## src/rtl/slicer_cal_pkg.sv

```systemverilog
// Shared types and helpers for the slicer offset calibration controller.
package slicer_cal_pkg;

  typedef enum logic [2:0] {
    IDLE   = 3'd0,
    SETTLE = 3'd1,
    COUNT  = 3'd2,
    DECIDE = 3'd3,
    DONE   = 3'd4
  } cal_state_t;

  localparam int SYNC_DEPTH = 2;

  // Midpoint DAC code 2^(n-1), the first SAR trial.
  function automatic logic [31:0] mid_code(input int n);
    return 32'(1) << (n - 1);
  endfunction

endpackage

```

## src/rtl/slicer_offset_cal_sync_2ff.sv

```systemverilog
// Two-flop synchronizer for the asynchronous slicer decision.
module sync_2ff (
  input  logic clk,
  input  logic rst,
  input  logic d,
  output logic q
);

  logic meta;

  always_ff @(posedge clk) begin
    if (rst) begin
      meta <= 1'b0;
      q    <= 1'b0;
    end else begin
      meta <= d;
      q    <= meta;
    end
  end

endmodule

```

## src/rtl/slicer_offset_cal.sv

```systemverilog
// SAR offset calibration for the slicer; SLICER_OFFSET_CAL_SYNC_EN adds a
// 2-flop synchronizer on slicer_out and stretches SETTLE to cover it.
module slicer_offset_cal
  import slicer_cal_pkg::*;
#(
  parameter int N_BITS     = 6,
  parameter int WIN_LOG2   = 5,
  parameter int SETTLE_CYC = 4
) (
  input  logic              clk,
  input  logic              rst,
  input  logic              start,
  input  logic              slicer_out,
  output logic [N_BITS-1:0] code,
  output logic              busy,
  output logic              done,
  output logic              cal_fail,
  output cal_state_t        state
);

`ifdef SLICER_OFFSET_CAL_SYNC_EN
  localparam int SETTLE_LEN = SETTLE_CYC + SYNC_DEPTH;
`else
  localparam int SETTLE_LEN = SETTLE_CYC;
`endif
  localparam int SW    = $clog2(SETTLE_LEN + 1);
  localparam int IDX_W = (N_BITS > 1) ? $clog2(N_BITS) : 1;

  localparam logic [N_BITS-1:0]   MID      = N_BITS'(mid_code(N_BITS));
  localparam logic [SW-1:0]       SET_LAST = SW'(SETTLE_LEN - 1);
  localparam logic [WIN_LOG2-1:0] WIN_LAST = '1;
  localparam logic [WIN_LOG2:0]   HALF_WIN = (WIN_LOG2 + 1)'(1) << (WIN_LOG2 - 1);
  localparam logic [IDX_W-1:0]    TOP_IDX  = IDX_W'(N_BITS - 1);

  cal_state_t          state_n;
  logic [N_BITS-1:0]   code_n;
  logic                busy_n, done_n, fail_n;
  logic [SW-1:0]       settle_cnt, settle_n;
  logic [WIN_LOG2-1:0] win_cnt, win_n;
  logic [WIN_LOG2:0]   ones, ones_n;
  logic [IDX_W-1:0]    idx, idx_n;
  logic                sample;

`ifdef SLICER_OFFSET_CAL_SYNC_EN
  sync_2ff u_sync (
    .clk (clk),
    .rst (rst),
    .d   (slicer_out),
    .q   (sample)
  );
`else
  assign sample = slicer_out;
`endif

  always_ff @(posedge clk) begin
    if (rst) begin
      state      <= IDLE;
      code       <= MID;
      busy       <= 1'b0;
      done       <= 1'b0;
      cal_fail   <= 1'b0;
      settle_cnt <= '0;
      win_cnt    <= '0;
      ones       <= '0;
      idx        <= '0;
    end else begin
      state      <= state_n;
      code       <= code_n;
      busy       <= busy_n;
      done       <= done_n;
      cal_fail   <= fail_n;
      settle_cnt <= settle_n;
      win_cnt    <= win_n;
      ones       <= ones_n;
      idx        <= idx_n;
    end
  end

  always_comb begin
    state_n  = state;
    code_n   = code;
    busy_n   = busy;
    done_n   = 1'b0;
    fail_n   = cal_fail;
    settle_n = settle_cnt;
    win_n    = win_cnt;
    ones_n   = ones;
    idx_n    = idx;
    unique case (state)
      IDLE: begin
        if (start) begin
          state_n  = SETTLE;
          idx_n    = TOP_IDX;
          code_n   = MID;
          fail_n   = 1'b0;
          busy_n   = 1'b1;
          settle_n = '0;
        end
      end
      SETTLE: begin
        ones_n = '0;
        win_n  = '0;
        if (settle_cnt == SET_LAST) begin
          settle_n = '0;
          state_n  = COUNT;
        end else begin
          settle_n = settle_cnt + SW'(1);
        end
      end
      COUNT: begin
        ones_n = ones + (WIN_LOG2 + 1)'(sample);
        win_n  = win_cnt + WIN_LOG2'(1);
        if (win_cnt == WIN_LAST) state_n = DECIDE;
      end
      DECIDE: begin
        // Ties keep the bit: at exactly half ones the offset is still too low.
        if (ones < HALF_WIN) code_n[idx] = 1'b0;
        if (idx == '0) begin
          state_n = DONE;
        end else begin
          idx_n             = idx - IDX_W'(1);
          code_n[idx_n]     = 1'b1;
          settle_n          = '0;
          state_n           = SETTLE;
        end
      end
      DONE: begin
        done_n  = 1'b1;
        busy_n  = 1'b0;
        fail_n  = (code == '0) || (code == '1);
        state_n = IDLE;
      end
      default: state_n = IDLE;
    endcase
  end

endmodule
```

## config.mk

```make
export PLATFORM = sky130hd
export DESIGN_NAME = slicer_offset_cal
export DESIGN_NICKNAME = d
export VERILOG_FILES = /design/src/rtl/slicer_cal_pkg.sv /design/src/rtl/slicer_offset_cal_sync_2ff.sv /design/src/rtl/slicer_offset_cal.sv
export SDC_FILE = /design/constraint.sdc
export NUM_CORES = 1
export LEC_CHECK = 0
export BUFFER_PORTS_ARGS = -buffer_cell sky130_fd_sc_hd__buf_2
export CAP_MARGIN = 20
export CORE_MARGIN = 8
export CORE_UTILIZATION = 28
export CTS_CLUSTER_DIAMETER = 100
export DETAILED_ROUTE_END_ITERATION = 8
export GPL_TIMING_DRIVEN = 0
export MAX_ROUTING_LAYER = met4
export SLEW_MARGIN = 20
export SYNTH_ARGS = -nofsm -noshare
export SYNTH_HDL_FRONTEND = slang
export SYNTH_HIERARCHICAL = 1
export SYNTH_SLANG_ARGS = --single-unit
```

## constraint.sdc

```tcl
create_clock -name clk -period 2.2 [get_ports clk]
set_input_delay 0 -clock clk [delete_from_list [all_inputs] [get_ports clk]]
set_output_delay 0 -clock clk [all_outputs]
set_load 0.02 [all_outputs]
```

==> results of run 1 <==
[metal layers]
metal	share of wire (%)	vias up	GRT usage, %	wire length [µm]
li1	-	745	-	-
met1	47	700	11.4	1820
met2	46	19	15.0	1750
met3	4.9	7	3.42	187
met4	2.0	0	4.91	76
met5	0	-	-	0
[state kept, by name, summed over array words and instances, names as in the netlist]
| signal | cells |
|---|---|
| cal_fail | 1 |
| state | 3 |
| done | 1 |
| busy | 1 |
| win_cnt | 5 |
| idx | 3 |
| code | 6 |
| ones | 6 |
| settle_cnt | 3 |
[metrics by stage]
step | util, % | hold slack, ns | worst slack (ns)
after floorplan | - | 0.212 | 0.674
after global placement | 32.0 | 0.387 | 0.430
after detailed placement | 32.0 | 0.386 | 0.389
after CTS | 33.6 | 0.0743 | 0.365
after global routing | 33.6 | 0.187 | 0.148
final | 33.6 | 0.0865 | 0.363
[area by class of cell]
cell class,instances,area [µm²],share of cell area [%]
Sequential cell,29,581,31.4
Buffer,14,67.6,3.65
Clock buffer,5,68.8,3.72
Tap cell,72,90.1,4.87
Inverter,5,18.8,1.01
Timing Repair Buffer,14,70.1,3.79
Clock inverter,3,17.5,0.947
Multi-Input combinational cell,143,936,50.6
[worst min-delay path: cells and delay by family]
kind                   cells  cell delay [ns]
buffers and inverters      1             0.12
AND/OR/NAND/NOR            1             0.07
AO/OA/AOI/OAI              2             0.14
[worst paths after layout]
kind,cells past startpoint,slack [ns],end
max reg2reg,7,0.36,code[5]$_SDFFE_PP1P_
min reg2reg,2,0.45,cal_fail$_SDFFE_PP0P_
max,7,0.36,code[5]$_SDFFE_PP1P_
min,4,0.09,cal_fail$_SDFFE_PP0P_
[layout by cell type, fill, tap and decap left out, types with 2 or more instances in the layout]
master     netlist  final
a21oi_1         15     15
a22oi_1          4      4
a2bb2oi_1        5      5
a31oi_1          7      7
and2_1           3      3
and3_1           3      3
buf_2            6     20
clkbuf_1         6      6
clkbuf_8         0      5
clkinv_2         0      2
dfxtp_1         29     29
ha_1             7      7
inv_1            4      4
mux2_1           2      2
mux2i_1          3      3
nand2_1         12     12
nand2b_1         3      3
nand3_1          4      4
nand3b_1         2      2
nand4_1          2      2
nor2_1          14     14
nor2b_1          2      2
nor3_1           6      6
nor3b_1          6      6
nor4_1           2      2
nor4b_1          3      3
o21ai_0         20     20
o21bai_1         2      2
[logic make-up (layout without fill, tap and decap cells)]
family                   count (synthesis)  after routing  synth area share (%)
AND/OR/NAND/NOR                         71             71                  26.9
AO/OA/AOI/OAI                           60             60                  22.8
flip-flops                              29             29                  36.2
buffers and inverters                   19             41                  5.39
adder cells (fa/ha/maj)                  7              7                  5.46
multiplexers                             5              5                  3.28
[report_power, final]
group	leakage, nW	total [W]	switching [W]	internal (W)
sequential	0.235	0.000538	0.00000432	0.000534
combinational	0.449	0.000121	0.0000776	0.0000438
clock	0.0439	0.000434	0.000216	0.000218
==> impl_metrics.py, run 1 <==
metrics = {
    "final_layout": {
        "postLayoutCellArea_um2": 1850,
        "final_nets": 223,
        "n_fill_cell": 584,
        "layout-drive-gt1-share_pct": 15.0,
        "diodes": 0,
        "layoutNonFillerInstCount": 285,
        "area_growth_pct": 15.4,
    },
    "timing": {
        "post-route-min-period_ns": 1.84,
        "worstMarginPinSlew_ns": 0.522,
        "hold_viol_final": 0,
        "slew_headroom_pct": 65.2,
        "tns_ns": 0,
        "finalCritPeriodShare_pct": 83.5,
        "setup_viol": 0,
        "final_max_slew_viol_count": 0,
        "max_freq_mhz": 544,
        "rsz0062_at_grt": "no",
        "fin_worst_skew_ns": 0.00253,
    },
    "floorplanning": {
        "start_util_pct": 29.1,
        "die_area_um2": 8400,
        "ios": 16,
        "coreArea_um2": 5510,
        "die_w_um": 91.7,
        "rows": 27,
        "die_y_um": 91.7,
    },
    "power": {
        "ir_drop_uv": 187,
        "cellPowerDensity_nw_per_um2": 591,
        "p_total_w": 0.00109,
        "p_leak_nw": 0.728,
    },
    "clocking": {
        "postCtsSetupRepairBufs": 0,
        "cts.repair.resized": 0,
        "cts-root-buf": "clkbuf_8",
        "h-tree-depth": 2,
        "clk_pin_slew_ns": 0.07,
        "cts.sinks": 29,
        "cts_tree": "done",
        "cts_buffers": 5,
        "clock_latency_ns": 0.29,
        "clk_path_buf_depth": 2,
        "hold_buffers": 0,
    },
    "synth": {
        "synth_edf_count": 0,
        "yosys-top-cells-count": "dfxtp_1, o21ai_0, a21oi_1",
        "synthArstFlopShare_pct": 0,
        "synth_cell_types": 45,
        "post-synth-top-count-cell": "dfxtp_1",
        "synth.top_cell.area_share_pct": 36.2,
        "synth_cells": 191,
        "synth_ff_type": "dfxtp_1",
        "syn-cell-area_um2": 1600,
        "ys.warnings.count": 6,
        "ys_ff_latch": 29,
        "synth_area_per_cell_um2": 8.39,
        "synth-seq-area-share_pct": 36.2,
        "synth_top_cell_by_area": "dfxtp_1",
        "yosys-top-cells-area": "dfxtp_1, o21ai_0, ha_1, a21oi_1, nor2_1",
        "syn-num-nets": 202,
    },
    "critical_path": {
        "path_cells": "clkbuf_1 -> inv_1 -> ha_1 -> nor3b_1 -> a21oi_1 -> o21a_1 -> o21ai_0",
        "cp-end-kind": "flop",
        "required_ns": 2.42,
        "critPathMaxFanout": 8,
        "crit_buf_inv": 2,
        "reg2reg_from": "idx[0]$_SDFFE_PP0P_",
        "critPathSlowestCell": "dfxtp_1",
        "cpPeakStageDelay_ns": 0.31,
        "critical_path_arrival_ns": 2.05,
        "startpoint": "idx[0]$_SDFFE_PP0P_",
        "crit_family": "buffers and inverters",
        "path_class": "reg2reg",
        "worstSetupStartpointType": "flop",
    },
    "detailed_routing": {
        "drt_iter0_markers": 94,
        "drtPass1Iterations": 4,
        "ant_nets": 0,
        "vias_per_cell": 5.16,
        "drc": 0,
        "dr_total_vias": 1471,
        "avgRoutedWirePerCell_um": 13.4,
        "wirelength_um": 3830,
    },
    "global_route": {
        "first_global_vias": 1379,
        "track_usage_pct": 9.90,
        "grt_max_degree": 11,
        "grt_pass1_wl_um": 6580,
        "grt_antenna_before_repair": 0,
        "gr-total-overflow": 0,
    },
    "place": {
        "io_buffers": 14,
        "placed_cell_area_um2": 1760,
        "dpl.cell_count": 277,
        "dp_hpwl_um": 2760,
        "routabilityCongestion": 0.840,
    },
    "run_status": {
        "status": "complete, no violations",
    },
    "job": {
        "cap_viol_max_count": 0,
    },
    "worst_hold_path": {
        "worstHoldStart": "start",
        "hp-class": "in2reg",
    },
}
Note: power is estimated with default switching activity, not from simulation.
==> run 2: changes to the inputs <==
clock period = 1.5 ns   (was 2.2 ns; I/O delays follow)
==> run 2 against run 1 <==
Compared with the run above:
- cell count is 0.70% higher
- clock-buffer cell count is 2 higher
- critical path depth is 1 lower
- non-clock buffer count is 2 higher
- combinational power is 72% higher
- critical endpoint is now win_cnt[4]$_SDFFE_PP0P_
- highest routed layer unchanged
==> impl_metrics.py, run 2 (synthesis gave the netlist of run 1 again) <==
metrics = {
    "run_status": {
        "status": "complete, no violations",
    },
    "critical_path": {
        "r2r-end": "win_cnt[4]$_SDFFE_PP0P_",
        "cpPeakStageDelay_ns": 0.37,
        "reg2reg_from": "win_cnt[1]$_SDFFE_PP0P_",
        "r2r_cells": 6,
        "crit_top_cell": "ha_4",
        "crit_family": "adder cells",
        "cp-end-kind": "flop",
        "critPathSlowestCell": "dfxtp_4",
        "path_class": "reg2reg",
        "path_cells": "ha_4 -> and3_4 -> ha_4 -> a22oi_2 -> a2bb2oi_1 -> nor2_1",
        "critPathMaxFanout": 5,
        "critical_path_arrival_ns": 1.58,
        "crit_buf_inv": 0,
        "worst-r2r-setup-slack_ns": 0.08,
        "worstSetupStartpointType": "flop",
        "required_ns": 1.65,
    },
    "worst_hold_path": {
        "min_to": "cal_fail$_SDFFE_PP0P_",
        "worstHoldStart": "start",
        "hp-class": "in2reg",
        "hold_depth": 4,
    },
    "place": {
        "routabilityCongestion": 0.865,
        "dp_hpwl_um": 2780,
        "io_buffers": 14,
        "place_ws_ns": -0.201,
        "placed_cell_area_um2": 1770,
    },
    "timing": {
        "hold_viol_final": 0,
        "finalCritPeriodShare_pct": 94.9,
        "worstMarginPinSlew_ns": 0.518,
        "slew_headroom_pct": 65.5,
        "holdWs_ns": 0.160,
        "max_freq_mhz": 702,
        "final_max_slew_viol_count": 0,
        "setup_ws_ns": 0.0758,
        "fin_worst_skew_ns": 0.0109,
        "post-route-min-period_ns": 1.42,
        "setup_viol": 0,
    },
    "detailed_routing": {
        "dr_total_vias": 1495,
        "wirelength_um": 4010,
        "drc": 0,
        "avgRoutedWirePerCell_um": 14.0,
        "drt_iter0_markers": 93,
        "ant_nets": 0,
        "drtPass1Iterations": 5,
        "vias_per_cell": 5.21,
    },
    "final_layout": {
        "final_nets": 225,
        "postLayoutCoreUtil_pct": 36.8,
        "final_cell_mix": "dfxtp_1, o21ai_0, buf_2, nor2_1, a21oi_1",
        "diodes": 0,
        "area_growth_pct": 26.5,
        "postLayoutCellArea_um2": 2030,
        "layout-drive-gt1-share_pct": 26.0,
        "layout_commonest_cell": "dfxtp_1",
        "reg_top3": "code (6), ones (6), win_cnt (5)",
    },
    "global_route": {
        "grt_max_degree": 11,
        "grt_use_met2_pct": 14.6,
        "gr-total-overflow": 0,
        "grt_antenna_before_repair": 0,
        "use_met3_pct": 3.91,
        "first_global_vias": 1365,
        "met1_usage_pct": 12.2,
        "grt-busiest-layer": "met2",
        "grt_pass1_wl_um": 6750,
        "track_usage_pct": 10.0,
    },
    "floorplanning": {
        "die_w_um": 91.7,
        "ios": 16,
        "die_y_um": 91.7,
        "start_util_pct": 29.1,
        "die_area_um2": 8400,
        "rows": 27,
        "coreArea_um2": 5510,
    },
    "power": {
        "p_total_w": 0.00185,
        "ir_drop_uv": 288,
        "p_leak_nw": 0.779,
        "cellPowerDensity_nw_per_um2": 911,
    },
    "clocking": {
        "cts.sinks": 29,
        "cts-root-buf": "clkbuf_8",
        "cts_buffers": 5,
        "clock_latency_ns": 0.28,
        "h-tree-depth": 2,
        "cts_tree": "done",
        "clk_path_buf_depth": 2,
        "clk_pin_slew_ns": 0.07,
    },
    "job": {
        "cap_viol_max_count": 0,
    },
}
## run 2: cell count changes in the layout (fill, tap and decap cells not counted), moves of 3 or more
cell,change
dfxtp_2,+3
dfxtp_1,-5
ha_4,+4
ha_1,-4
buf_4,+3
## run 2: worst min-delay path, cell delays in order
cell	delay, ns
buf_2	0.12
o21ai_0	0.12
nand2_1	0.09
a21oi_1	0.05
## run 2: worst max-delay path by stage
stage	startpoint	end	slack (ns)	cells past startpoint
after floorplan	idx[0]$_SDFFE_PP0P_	code[5]$_SDFFE_PP1P_	0.05	7
after detailed placement	idx[0]$_SDFFE_PP0P_	settle_cnt[0]$_SDFFE_PP0P_	-0.20	7
after global placement	idx[0]$_SDFFE_PP0P_	settle_cnt[1]$_SDFFE_PP0P_	-0.18	7
after CTS	win_cnt[1]$_SDFFE_PP0P_	win_cnt[4]$_SDFFE_PP0P_	0.01	6
after global routing	idx[0]$_SDFFE_PP0P_	code[1]$_SDFFE_PP0P_	-0.001	7
final	win_cnt[1]$_SDFFE_PP0P_	win_cnt[4]$_SDFFE_PP0P_	0.08	6
## run 2: what timing repair did
action | 4_1_cts | 5_1_grt
buffers inserted | 0 | 3
pin swaps | 0 | 4
endpoints found under the setup margin | 13 | 22
hold buffers | 0 | 0
gates resized for setup | 11 | 22
## run 2: final cells by class
type                    count  area [µm²]
plain buffers              13        78.8
fillers                   566        3480
flip-flops and latches     29         592
clock inverters             1        30.0
clock buffers               7        86.3
multi-input cells         143        1040
inverters                   5        21.3
well taps                  72        90.1
repair buffers             17        92.6
## run 2: through the flow
step           std cells   TNS [ns]
3_5_place_dp         277      -1.08
5_1_grt              287  -0.000954
3_3_place_gp         277     -0.904
4_1_cts              285          0
6_report             287          0
2_1_floorplan        191          0
## run 2: power by group
part           internal (W)  switching [W]
Combinational     0.0000876       0.000121
Sequential         0.000779      0.0000133
Clock              0.000541       0.000306
## run 2: per-layer routing
| metal | routed length [µm] | up-vias | share of wire, % |
|---|---|---|---|
| met4 | 36 | 0 | 0.90 |
| met2 | 1870 | 18 | 47 |
| li1 | - | 764 | - |
| met1 | 1900 | 711 | 47 |
| met3 | 210 | 2 | 5.2 |
| met5 | 0 | - | 0 |
==> run 3: changes to the inputs <==
clock period = 1.7 ns   (was 1.5 ns; I/O delays follow)
==> run 3 against run 2 <==
Compared with the run above:
- worst setup slack better by 0.051 ns
- power is 23% lower
- sequential share of layout area is 2.0 points higher
- clock skew is 0.0072 ns lower
- global-route usage is 0.13 points lower
- clock power is 33% lower
- sequential power is 11% lower
- flip-flop and latch count stayed put
- first-iteration DRC count is 6.5% higher
- clock-buffer cell count is 2 lower
- design area is 8.0% lower
- die area stayed put
==> impl_metrics.py, run 3 (synthesis gave the netlist of run 1 again) <==
metrics = {
    "run_status": {
        "status": "complete, no violations",
    },
    "timing": {
        "hold_viol_final": 0,
        "final_max_slew_viol_count": 0,
        "rsz0062_at_grt": "yes",
        "fin_worst_skew_ns": 0.00373,
        "slew_headroom_pct": 67.5,
        "worstMarginPinSlew_ns": 0.487,
        "post-route-min-period_ns": 1.57,
        "max_freq_mhz": 636,
        "tns_ns": 0,
        "finalCritPeriodShare_pct": 92.5,
        "setup_ws_ns": 0.127,
        "setup_viol": 0,
        "holdWs_ns": 0.0834,
    },
    "critical_path": {
        "critical_path_arrival_ns": 1.76,
        "path_cells": "buf_2 -> clkbuf_1 -> o21ai_0 -> and2_1",
        "crit_buf_inv": 2,
        "crit_family": "buffers and inverters",
        "path_class": "reg2reg",
        "path_depth": 4,
        "required_ns": 1.89,
        "critPathSlowestCell": "dfxtp_1",
        "cpPeakStageDelay_ns": 0.49,
        "worstSetupStartpointType": "flop",
        "r2r_cells": 4,
        "cp-end-kind": "flop",
        "critPathMaxFanout": 10,
    },
    "floorplanning": {
        "start_util_pct": 29.1,
        "die_w_um": 91.7,
        "die_area_um2": 8400,
        "ios": 16,
        "die_y_um": 91.7,
        "coreArea_um2": 5510,
        "rows": 27,
    },
    "final_layout": {
        "diodes": 0,
        "final_cell_mix": "dfxtp_1, buf_2, o21ai_0, nor2_1, a21oi_1",
        "final_nets": 222,
        "layout-drive-gt1-share_pct": 17.5,
        "layout_commonest_cell": "dfxtp_1",
        "n_fill_cell": 584,
        "postLayoutCellArea_um2": 1860,
        "area_growth_pct": 16.3,
        "reg_top3": "code (6), ones (6), win_cnt (5)",
    },
    "clocking": {
        "clk_path_buf_depth": 2,
        "postCtsSetupRepairBufs": 0,
        "clock_latency_ns": 0.29,
        "cts-root-buf": "clkbuf_8",
        "cts.sinks": 29,
        "h-tree-depth": 2,
        "cts_tree": "done",
        "cts_buffers": 5,
        "clk_pin_slew_ns": 0.07,
    },
    "worst_hold_path": {
        "hp-class": "in2reg",
        "hold_depth": 4,
    },
    "power": {
        "p_leak_nw": 0.732,
        "ir_drop_uv": 247,
        "cellPowerDensity_nw_per_um2": 763,
        "p_total_w": 0.00142,
    },
    "job": {
        "cap_viol_max_count": 0,
    },
    "global_route": {
        "gr-total-overflow": 0,
        "first_global_vias": 1377,
        "grt_max_degree": 11,
        "grt_pass1_wl_um": 6580,
        "track_usage_pct": 9.90,
        "grt_antenna_before_repair": 0,
    },
    "place": {
        "dp_hpwl_um": 2760,
        "placed_cell_area_um2": 1760,
        "io_buffers": 14,
        "place_ws_ns": -0.111,
        "routabilityCongestion": 0.840,
    },
    "detailed_routing": {
        "drt_iter0_markers": 99,
        "wirelength_um": 3820,
        "drtPass1Iterations": 4,
        "dr_total_vias": 1459,
        "drc": 0,
        "ant_nets": 0,
        "avgRoutedWirePerCell_um": 13.5,
        "vias_per_cell": 5.14,
    },
}
run 3: cell count changes in the layout (fill, tap and decap cells not counted), moves of 2 or more:
cell	change
buf_2	+2
ha_1	+4
clkinv_2	+2
dfxtp_4	-2
dfxtp_2	-2
dfxtp_1	+4
clkbuf_2	-2
ha_4	-4
clkbuf_4	-2
buf_4	-3
run 3: final timing paths:
path | slack [ns] | start | end
worst max-delay path | 0.13 | state[2]$_SDFFE_PP0P_ | idx[0]$_SDFFE_PP0P_
worst min-delay path | 0.08 | start | cal_fail$_SDFFE_PP0P_
worst max register to register | 0.13 | state[2]$_SDFFE_PP0P_ | idx[0]$_SDFFE_PP0P_
worst min register to register | 0.45 | cal_fail$_SDFFE_PP0P_ | cal_fail$_SDFFE_PP0P_
run 3: routing by layer:
| metal | part of all wire (%) | GRT usage [%] | wire (µm) | vias to the layer above |
|---|---|---|---|---|
| met2 | 45 | 15.0 | 1730 | 17 |
| met4 | 2.0 | 4.91 | 76 | 0 |
| met3 | 4.7 | 3.42 | 179 | 7 |
| met1 | 48 | 11.4 | 1830 | 695 |
| met5 | 0 | - | 0 | - |
| li1 | - | - | - | 740 |
run 3: per-stage QoR:
step	utilization (%)	cells
after floorplan	-	191
after global placement	32.0	277
after detailed placement	32.0	277
after CTS	33.5	284
after global routing	33.9	284
final	33.9	284
run 3: worst register-to-register path: stages (launching register included):
cell and delay (ns):
dfxtp_1 0.49, buf_2 0.28, clkbuf_1 0.38, o21ai_0 0.17
and2_1 0.15
run 3: cell type report:
class | instances | area, µm² | area share (%)
multi-input combinational | 143 | 953 | 51.1
sequential | 29 | 582 | 31.2
tap | 72 | 90.1 | 4.83
timing repair buffer | 14 | 70.1 | 3.76
clock buffer | 5 | 68.8 | 3.69
buffer | 13 | 63.8 | 3.42
inverter | 5 | 18.8 | 1.01
clock inverter | 3 | 17.5 | 0.940
run 3: repair_timing:
action / in CTS / in global routing
pin swaps: 0 / 0
gates resized for setup: 0 / 6
hold buffers: 0 / 0
cloned: 0 / 0
endpoints found under the setup margin: 8 / 11
run 3: power by group:
part           internal [W]  switching (W)  total [W]  leakage, nW
Clock              0.000282       0.000283   0.000565       0.0439
Combinational     0.0000585      0.0000991   0.000158        0.453
Sequential         0.000691     0.00000960   0.000701        0.235
